[config.mk]
export PLATFORM = sky130hd
export DESIGN_NAME = dma_desc_queue
export DESIGN_NICKNAME = d
export VERILOG_FILES = /design/src/rtl/dma_seq_pkg.sv /design/src/rtl/dma_desc_fifo.sv /design/src/rtl/dma_desc_queue.sv
export SDC_FILE = /design/constraint.sdc
export NUM_CORES = 1
export LEC_CHECK = 0
export ABC_AREA = 0
export CORE_UTILIZATION = 50
export CTS_CLUSTER_DIAMETER = 30
export DETAILED_ROUTE_END_ITERATION = 10
export PLACE_DENSITY = 0.71
export SYNTH_ARGS = -nofsm -noshare
export SYNTH_HDL_FRONTEND = slang
export SYNTH_SLANG_ARGS = --single-unit
[constraint.sdc]
create_clock -name clk -period 31.7 [get_ports clk]
set_input_delay 4.755 -clock clk [delete_from_list [all_inputs] [get_ports clk]]
set_output_delay 4.755 -clock clk [all_outputs]
set_load 0.005 [all_outputs]
[src/rtl/dma_seq_pkg.sv]
// Shared types for the DMA descriptor sequencer: descriptor record,
// sequencer states and sticky error bit positions.
package dma_seq_pkg;

  localparam int DESC_ADDR_W = 42;
  localparam int DESC_LEN_W  = 32;

  typedef struct packed {
    logic [DESC_ADDR_W-1:0] src;
    logic [DESC_ADDR_W-1:0] dst;
    logic [DESC_LEN_W-1:0]  len_lines;
  } t_dma_desc;

  typedef enum logic [1:0] {
    IDLE,
    ISSUE,
    WAIT
  } t_seq_state;

  localparam int ERR_OVF  = 0;
  localparam int ERR_ZLEN = 1;
  localparam int ERR_SPUR = 2;

endpackage

[src/rtl/dma_desc_fifo.sv]
// Synchronous descriptor FIFO; the head entry is read straight from the
// storage registers so it is valid whenever the FIFO is non-empty.
module dma_desc_fifo
  import dma_seq_pkg::*;
#(
  parameter int DEPTH = 8
) (
  input  logic                   clk,
  input  logic                   reset,
  input  logic                   push,
  input  logic                   pop,
  input  logic                   flush,
  input  t_dma_desc              wdata,
  output logic                   full,
  output logic                   empty,
  output logic [$clog2(DEPTH):0] level,
  output t_dma_desc              head
);

  localparam int PW = $clog2(DEPTH);

  t_dma_desc       mem [DEPTH];
  logic [PW-1:0]   wr_ptr;
  logic [PW-1:0]   rd_ptr;
  logic            do_push;
  logic            do_pop;

  assign full    = (level == (PW+1)'(DEPTH));
  assign empty   = (level == '0);
  assign do_push = push & ~full;
  assign do_pop  = pop & ~empty;
  assign head    = mem[rd_ptr];

  always_ff @(posedge clk) begin
    if (reset || flush) begin
      wr_ptr <= '0;
      rd_ptr <= '0;
      level  <= '0;
    end else begin
      if (do_push) wr_ptr <= wr_ptr + 1'b1;
      if (do_pop)  rd_ptr <= rd_ptr + 1'b1;
      case ({do_push, do_pop})
        2'b10:   level <= level + 1'b1;
        2'b01:   level <= level - 1'b1;
        default: level <= level;
      endcase
    end
  end

  // Storage holds data only; validity is tracked by the pointers above.
  always_ff @(posedge clk) begin
    if (do_push) mem[wr_ptr] <= wdata;
  end

endmodule

[src/rtl/dma_desc_queue.sv]
// Descriptor sequencer feeding the DMA engine: queues host copy requests,
// issues them one at a time, counts completions and flags sticky errors.
module dma_desc_queue
  import dma_seq_pkg::*;
#(
  parameter int DEPTH  = 8,
  parameter int ADDR_W = 42,
  parameter int LEN_W  = 32
) (
  input  logic                   clk,
  input  logic                   reset,
  input  logic                   desc_push,
  input  logic [ADDR_W-1:0]      desc_src,
  input  logic [ADDR_W-1:0]      desc_dst,
  input  logic [63:0]            desc_bytes,
  input  logic                   abort,
  input  logic                   err_clr,
  output logic                   desc_full,
  output logic [$clog2(DEPTH):0] desc_level,
  output logic                   dma_start,
  output logic [ADDR_W-1:0]      dma_rd_addr,
  output logic [ADDR_W-1:0]      dma_wr_addr,
  output logic [LEN_W-1:0]       dma_len,
  input  logic                   dma_done,
  output logic                   busy,
  output logic [31:0]            done_count,
  output logic [2:0]             err
);

  // Round a byte count up to whole 64-byte lines; the extra sum bit keeps
  // lengths near 2^64 from wrapping before the shift.
  function automatic logic [LEN_W-1:0] bytes_to_lines(input logic [63:0] bytes);
    logic [64:0] sum;
    sum = {1'b0, bytes} + 65'd63;
    return LEN_W'(sum >> 6);
  endfunction

  t_seq_state      state;
  t_dma_desc       wdesc;
  t_dma_desc       head;
  logic            fifo_full;
  logic            fifo_empty;
  logic            zero_len;
  logic            push_ok;
  logic            pop_req;
  logic [2:0]      err_ev;

  assign zero_len = (desc_bytes == '0);
  assign push_ok  = desc_push & ~fifo_full & ~zero_len & ~abort;
  // abort also discards the head, so nothing is popped on an abort cycle
  assign pop_req  = (state == IDLE) & ~fifo_empty & ~abort;

  always_comb begin
    wdesc           = '0;
    wdesc.src       = DESC_ADDR_W'(desc_src);
    wdesc.dst       = DESC_ADDR_W'(desc_dst);
    wdesc.len_lines = DESC_LEN_W'(bytes_to_lines(desc_bytes));
  end

  always_comb begin
    err_ev           = '0;
    err_ev[ERR_OVF]  = desc_push & ~abort & fifo_full;
    err_ev[ERR_ZLEN] = desc_push & ~abort & zero_len;
    err_ev[ERR_SPUR] = dma_done & (state != WAIT);
  end

  dma_desc_fifo #(
    .DEPTH (DEPTH)
  ) u_fifo (
    .clk   (clk),
    .reset (reset),
    .push  (push_ok),
    .pop   (pop_req),
    .flush (abort),
    .wdata (wdesc),
    .full  (fifo_full),
    .empty (fifo_empty),
    .level (desc_level),
    .head  (head)
  );

  assign desc_full = fifo_full;
  assign busy      = (state != IDLE) | ~fifo_empty;

  always_ff @(posedge clk) begin
    if (reset) begin
      state       <= IDLE;
      dma_start   <= 1'b0;
      dma_rd_addr <= '0;
      dma_wr_addr <= '0;
      dma_len     <= '0;
      done_count  <= '0;
      err         <= '0;
    end else begin
      dma_start <= 1'b0;
      // a new event in the clear cycle keeps its bit set
      err <= (err & {3{~err_clr}}) | err_ev;
      case (state)
        IDLE: begin
          if (pop_req) begin
            dma_rd_addr <= head.src[ADDR_W-1:0];
            dma_wr_addr <= head.dst[ADDR_W-1:0];
            dma_len     <= head.len_lines[LEN_W-1:0];
            dma_start   <= 1'b1;
            state       <= ISSUE;
          end
        end
        ISSUE: state <= WAIT;
        WAIT: begin
          if (dma_done) begin
            done_count <= done_count + 32'd1;
            state      <= IDLE;
          end
        end
        default: state <= IDLE;
      endcase
    end
  end

endmodule

==> results of run 1 <==
[metal layers]
layer  routed length, um  share of wire, %
met5                 121              0.13
met4                2145               2.3
met3                6613               7.2
met2               44950                49
met1               37810                41
[power groups by stage]
stage,combinational [mW],clock (mW),sequential [mW]
6_report,0.126,1.99,1.59
5_1_grt,0.136,2.08,1.59
4_1_cts,0.128,2.01,1.59
3_5_place_dp,0.127,0,1.62
3_3_place_gp,0.123,0,1.62
2_1_floorplan,0.0579,0,1.62
[path summary, 6_finish.rpt]
kind / start / endpoint / slack, ns
worst min-delay path: err[2]$_SDFF_PP0_ / err[2]$_SDFF_PP0_ / 0.47
worst max register to register: u_fifo.rd_ptr[1]$_SDFFE_PP0P_ / dma_len[15]$_SDFFE_PP0P_ / 27.82
worst min register to register: err[2]$_SDFF_PP0_ / err[2]$_SDFF_PP0_ / 0.47
worst max-delay path: abort / u_fifo.mem[3][107]$_DFFE_PP_ / 23.64
[worst max-delay path: stages]
cell and delay [ns]:
clkdlybuf4s50_1 0.54, nor2b_1 0.46, nand2b_1 0.21, a21oi_2 0.41, and4_4 0.87, buf_4 1.03
[flip-flops by register name, indices dropped and copies added, names as in the netlist]
name           cells
dma_len           32
dma_rd_addr       42
dma_start          1
dma_wr_addr       42
done_count        32
err                3
state              2
u_fifo.level       4
u_fifo.mem       928
u_fifo.rd_ptr      3
u_fifo.wr_ptr      3
[area by class of cell]
cell class	instances	area (um2)	share of cell area [%]
sequential	1092	31160	59.91
clock buffer	207	4740	9.112
multi-input combinational	887	9797	18.83
inverter	6	22.52	0.04330
antenna	2	5.005	0.009622
timing repair buffer	335	3332	6.406
clock inverter	130	1619	3.113
tap	1070	1339	2.574
[logic make-up (layout without fill, tap and decap cells)]
group,count (synthesis),count (layout)
compound gates,139,139
xor+xnor,64,64
fa+ha+maj,6,6
buf+inv,122,678
flops,1092,1092
mux,351,351
other cells,0,2
simple gates,327,327
[through the flow]
step	cell area [um2]	setup WS (ns)	util (%)
after floorplan	41410	14.45	-
after global routing	52010	23.46	63.45
final	52010	23.64	63.45
after CTS	52010	23.62	63.44
after detailed placement	45650	22.87	55.69
after global placement	45650	22.94	55.69
[placed cells by master (no fill, tap or decap), types with 17 or more instances in the layout]
cell / n
edfxtp_1: 928
nand3_1: 23
mux4_2: 232
dfxtp_1: 161
a211oi_1: 117
nor2_1: 162
buf_4: 21
mux2i_1: 119
xor2_1: 34
bufinv_16: 24
nand2_1: 27
clkbuf_1: 17
clkbuf_16: 183
xnor2_1: 30
clkinv_4: 20
clkinvlp_4: 21
clkdlybuf4s50_1: 310
nand4_1: 29
clkinv_2: 21
==> out/metrics.yaml, run 1 <==
yosys:
  synth_mux_area_share_pct: 15.49
  synthTopCellsByArea: "edfxtp_1 67%, mux4_2 13%, dfxtp_1 7.9%, mux2i_1 2.9%, a211oi_1 2.1%"
  synth_seq_cells: 1092
  synth-compound-area-share_pct: 2.435
  synth_top_family_by_area: "multiplexers"
  yosysWarnings: 0
  syn_nets: 2261
  synth_area_leader_cell: "edfxtp_1"
  synthFlopType: "edfxtp_1"
  synth_area_um2: 41410
  synth_common_cells: "928 x edfxtp_1, 232 x mux4_2, 164 x dfxtp_1, 162 x nor2_1, 119 x mux2i_1"
  synthCells: 2101
  syn_avg_cell_area_um2: 19.71
  synth_edf_count: 928
  synth_xor_area_share_pct: 1.353
  synth_fa_ha_area_share_pct: 0.1813
  ys_types: 48
  synth_seq_area_share_pct: 75.21
  yosysMostFrequentCell: "edfxtp_1"
  yosys.area_share.simple_pct: 4.066
  async_flop_share_pct: 0
  synth_top_area_share_pct: 67.29
layout:
  instances_no_fill: 3729
  drive_above_1_share_pct: 22.36
  fill_cells: 5590
  final_nets: 2661
  area_growth_pct: 25.60
placed_design:
  dp_cells: 3390
  port_buffers: 311
  dp_hpwl_mm: 50.93
  place_congestion: 0.7658
worst_setup_path:
  crit_type: "primary input to register"
  required_ns: 32.03
  start_kind: "primary input"
  worstPathMaxFanout: 70
  r2r_cells: 5
  end_kind: "register"
  worst-endpoint-arrival_ns: 8.39
floorplan:
  std_cell_rows: 105
  core_um2: 81980
  initial_utilization_pct: 50.52
  die-width_um: 289.8
  die_area_um2: 83980
  ios: 312
  die_h_um: 289.8
pwr:
  power_leakage_nw: 16.23
  p_comb_share_pct: 3.4
  p_int_mw: 2.926
  max-vdd-ir-drop_uv: 47.11
  p_per_area_nw_per_um2: 71.17
  switching_share_pct: 20.96
  pwr-share-seq_pct: 42.9
  power_mw: 3.702
  clockPowerShare_pct: 53.7
  net-switching-power_mw: 0.7758
grt:
  grt_max_degree: 168
  grtUsageMet1_pct: 29.30
  top_usage_layer: "met2"
  met2_usage_pct: 35.24
  grt.met3_usage_pct: 5.982
  grt-ovfl-total: 0
  grt_pass1_wl_mm: 137.6
  antenna_found_initial: 11
  grt.total_usage_pct: 22.00
  grt_pass1_vias: 22270
worst_hold_path:
  holdPathStages: 2
  hp-class: "register to register"
sta:
  min_period_over_period_pct: 25.42
  maxSlewViolCount: 0
  finalHoldWorstSlack_ns: 0.4724
  finalHoldViolCount: 0
  worstMarginPinSlew_ns: 1.219
  grt_setup_unrepaired: "no"
  fin_crit_ns: 8.058
  clock_skew_ns: 0.02309
  fin_setup_tns_ns: 0
  relSlewSlack_pct: 18.76
  fmax_ghz: 0.1241
  setup_viol: 0
run_status:
  outcome: "complete, no violations"
clocking:
  postCtsSetupBuffers: 0
  cts_buffers: 179
  post_cts_resize_count: 0
  cts_tree: "yes"
  clock_sinks: 1092
  clock_path_buffers: 3
  hold_buffers: 0
  clkTransAtPathRegs_ns: 0.05
  cts.htree.levels: 4
  clock_latency_ns: 0.74
  cts_root_buf: "clkbuf_16"
detailed_routing:
  routed_wl_mm: 91.64
  vias: 21500
  drtPass1Iterations: 5
  postRouteAntennaNets: 0
  avgViaCountPerCell: 5.765
  drc_errors: 0
  detail_route.wl_per_cell_um: 24.57
  first_iter_violations: 1665
run:
  max_cap_viol_count: 0
(Power assumes the default switching activity.)
==> inputs of run 2 (changes only) <==
--- a/config.mk
+++ b/config.mk
@@ -9,7 +9,7 @@
 export CORE_UTILIZATION = 50
 export CTS_CLUSTER_DIAMETER = 30
 export DETAILED_ROUTE_END_ITERATION = 10
-export PLACE_DENSITY = 0.71
+export PLACE_DENSITY = 0.74
 export SYNTH_ARGS = -nofsm -noshare
 export SYNTH_HDL_FRONTEND = slang
 export SYNTH_SLANG_ARGS = --single-unit
==> constraint.sdc (replaced) <==
create_clock -name clk -period 6.6 [get_ports clk]
set_input_delay 0.99 -clock clk [delete_from_list [all_inputs] [get_ports clk]]
set_output_delay 0.99 -clock clk [all_outputs]
set_load 0.005 [all_outputs]
==> out/metrics.yaml, run 2 (synthesis gave the netlist of run 1 again) <==
grt:
  grt_pass1_vias: 22630
  grt.total_usage_pct: 22.62
  grt_pass1_wl_mm: 141.5
  grtUsageMet1_pct: 30.10
  grt.met3_usage_pct: 5.078
  grt-ovfl-total: 0
  antenna_found_initial: 5
  met2_usage_pct: 37.39
  grt_max_degree: 113
  top_usage_layer: "met2"
pwr:
  p_per_area_nw_per_um2: 335.2
  max-vdd-ir-drop_uv: 253.6
  p_int_mw: 13.74
  power_leakage_nw: 16.06
  p_comb_share_pct: 3.5
  clockPowerShare_pct: 52.4
  net-switching-power_mw: 3.577
  switching_share_pct: 20.65
  pwr-share-seq_pct: 44.1
floorplan:
  ios: 312
  die_h_um: 289.8
  std_cell_rows: 105
  core_um2: 81980
  die_area_um2: 83980
  die-width_um: 289.8
  initial_utilization_pct: 50.52
sta:
  worstMarginPinSlew_ns: 1.116
  relSlewSlack_pct: 25.62
  grt_setup_unrepaired: "no"
  finalHoldWorstSlack_ns: 0.4800
  fin_crit_ns: 4.023
  clock_skew_ns: 0.04280
  fmax_ghz: 0.2486
  fin_setup_tns_ns: 0
  min_period_over_period_pct: 60.95
  maxSlewViolCount: 0
  finalHoldViolCount: 0
  setup_viol: 0
clocking:
  clkTransAtPathRegs_ns: 0.05
  postCtsSetupBuffers: 0
  cts_buffers: 173
  clock_latency_ns: 0.74
  cts_root_buf: "clkbuf_16"
  hold_buffers: 0
  clock_path_buffers: 3
  cts_tree: "yes"
  post_cts_resize_count: 0
  cts.htree.levels: 4
  clock_sinks: 1092
worst_setup_path:
  rrSetupSlack_ns: 3.06
  r2r_cells: 7
  regToRegEndpoint: "u_fifo.mem[1][25]$_DFFE_PP_"
  crit_type: "primary input to register"
  required_ns: 7.26
  r2r_start: "u_fifo.level[1]$_SDFFE_PP0P_"
  cp-startpoint: "desc_bytes[34]"
  worst-endpoint-arrival_ns: 4.69
  end_kind: "register"
  crit_path_end: "u_fifo.level[3]$_SDFFE_PP0P_"
  start_kind: "primary input"
  worstPathMaxFanout: 9
layout:
  drive_above_1_share_pct: 21.54
  fill_cells: 5409
  top_regs: "u_fifo.mem: 928 flops, dma_rd_addr: 42 flops, dma_wr_addr: 42 flops"
  multi_input_area_um2: 9797
  layout_commonest_cell: "edfxtp_1"
  largest-register: "u_fifo.mem"
  final_cell_mix: "928 x edfxtp_1, 310 x clkdlybuf4s50_1, 232 x mux4_2, 182 x clkbuf_16, 162 x nor2_1"
  final_nets: 2658
  seqCellArea_um2: 31160
  largest_reg_flops: 928
  area_growth_pct: 24.74
detailed_routing:
  postRouteAntennaNets: 0
  drtPass1Iterations: 5
  drc_errors: 0
  avgViaCountPerCell: 5.846
  detail_route.wl_per_cell_um: 25.32
  routed_wl_mm: 94.16
  vias: 21730
  first_iter_violations: 1980
placed_design:
  place_congestion: 0.7799
  port_buffers: 311
  dp_hpwl_mm: 51.35
worst_hold_path:
  holdPathStages: 2
  hp-class: "register to register"
run_status:
  outcome: "complete, no violations"
run:
  max_cap_viol_count: 0
[run 2: cell types whose count changed in the layout (fill, tap and decap cells not counted), sizes merged]
cell / before / now
buf: 25 / 28
bufinv: 24 / 19
clkbuf: 207 / 216
clkinv: 61 / 44
clkinvlp: 21 / 20
[run 2: final cells by class]
cell class              instances  share of cell area, %
multi-input cells             887                  18.96
diodes                          2               0.009688
well taps                    1070                  2.592
inverters                       6                0.04360
clock buffers                 216                  9.141
flip-flops and latches       1092                  60.32
clock inverters               107                  2.364
repair buffers                338                  6.566
[run 2: power groups by stage]
stage / clock network (mW) / registers, mW / logic, mW
finish: 9.07 / 7.63 / 0.614
global route: 9.49 / 7.64 / 0.658
CTS: 9.18 / 7.63 / 0.622
detailed placement: 0 / 7.77 / 0.612
global placement: 0 / 7.76 / 0.596
floorplan: 0 / 7.76 / 0.279
[run 2: per-layer routing]
metal | vias to the layer above | wire [um]
li1 | 9409 | -
met1 | 11330 | 38520
met2 | 847 | 47490
met3 | 143 | 6423
met4 | 4 | 1697
met5 | - | 27
[run 2: metrics by stage]
stage / setup slack (ns) / utilization [%] / cells / instance area (um2) / total power, mW
finish: 2.577 / 63.02 / 3718 / 51660 / 17.32
global route: 2.356 / 63.02 / 3718 / 51660 / 17.79
CTS: 2.714 / 63.01 / 3716 / 51650 / 17.44
detailed placement: 1.917 / 55.76 / 3393 / 45710 / 8.378
global placement: 2.006 / 55.76 / 3393 / 45710 / 8.355
floorplan: 0.7285 / - / 2101 / 41440 / 8.040
[run 2: critical path: stages]
cell             delay (ns)
clkdlybuf4s50_1        0.51
nor4_1                 0.56
nand4_1                0.18
nor3_2                 0.67
a21oi_2                0.27
inv_1                  0.14
ha_1                   0.26
nor4bb_1               0.36
a21oi_1                0.08
o21a_1                 0.19
or3_1                  0.32
a21oi_1                0.14
[run 2: how the worst min path moves through the flow]
stage                                      from                          end  slack, ns
global placement    done_count[31]$_SDFFE_PP0P_  done_count[31]$_SDFFE_PP0P_       0.46
finish              done_count[31]$_SDFFE_PP0P_  done_count[31]$_SDFFE_PP0P_       0.48
CTS                 done_count[31]$_SDFFE_PP0P_  done_count[31]$_SDFFE_PP0P_       0.48
global route        done_count[31]$_SDFFE_PP0P_  done_count[31]$_SDFFE_PP0P_       0.51
floorplan                     err[1]$_SDFF_PP0_            err[1]$_SDFF_PP0_       0.46
detailed placement  done_count[31]$_SDFFE_PP0P_  done_count[31]$_SDFFE_PP0P_       0.47
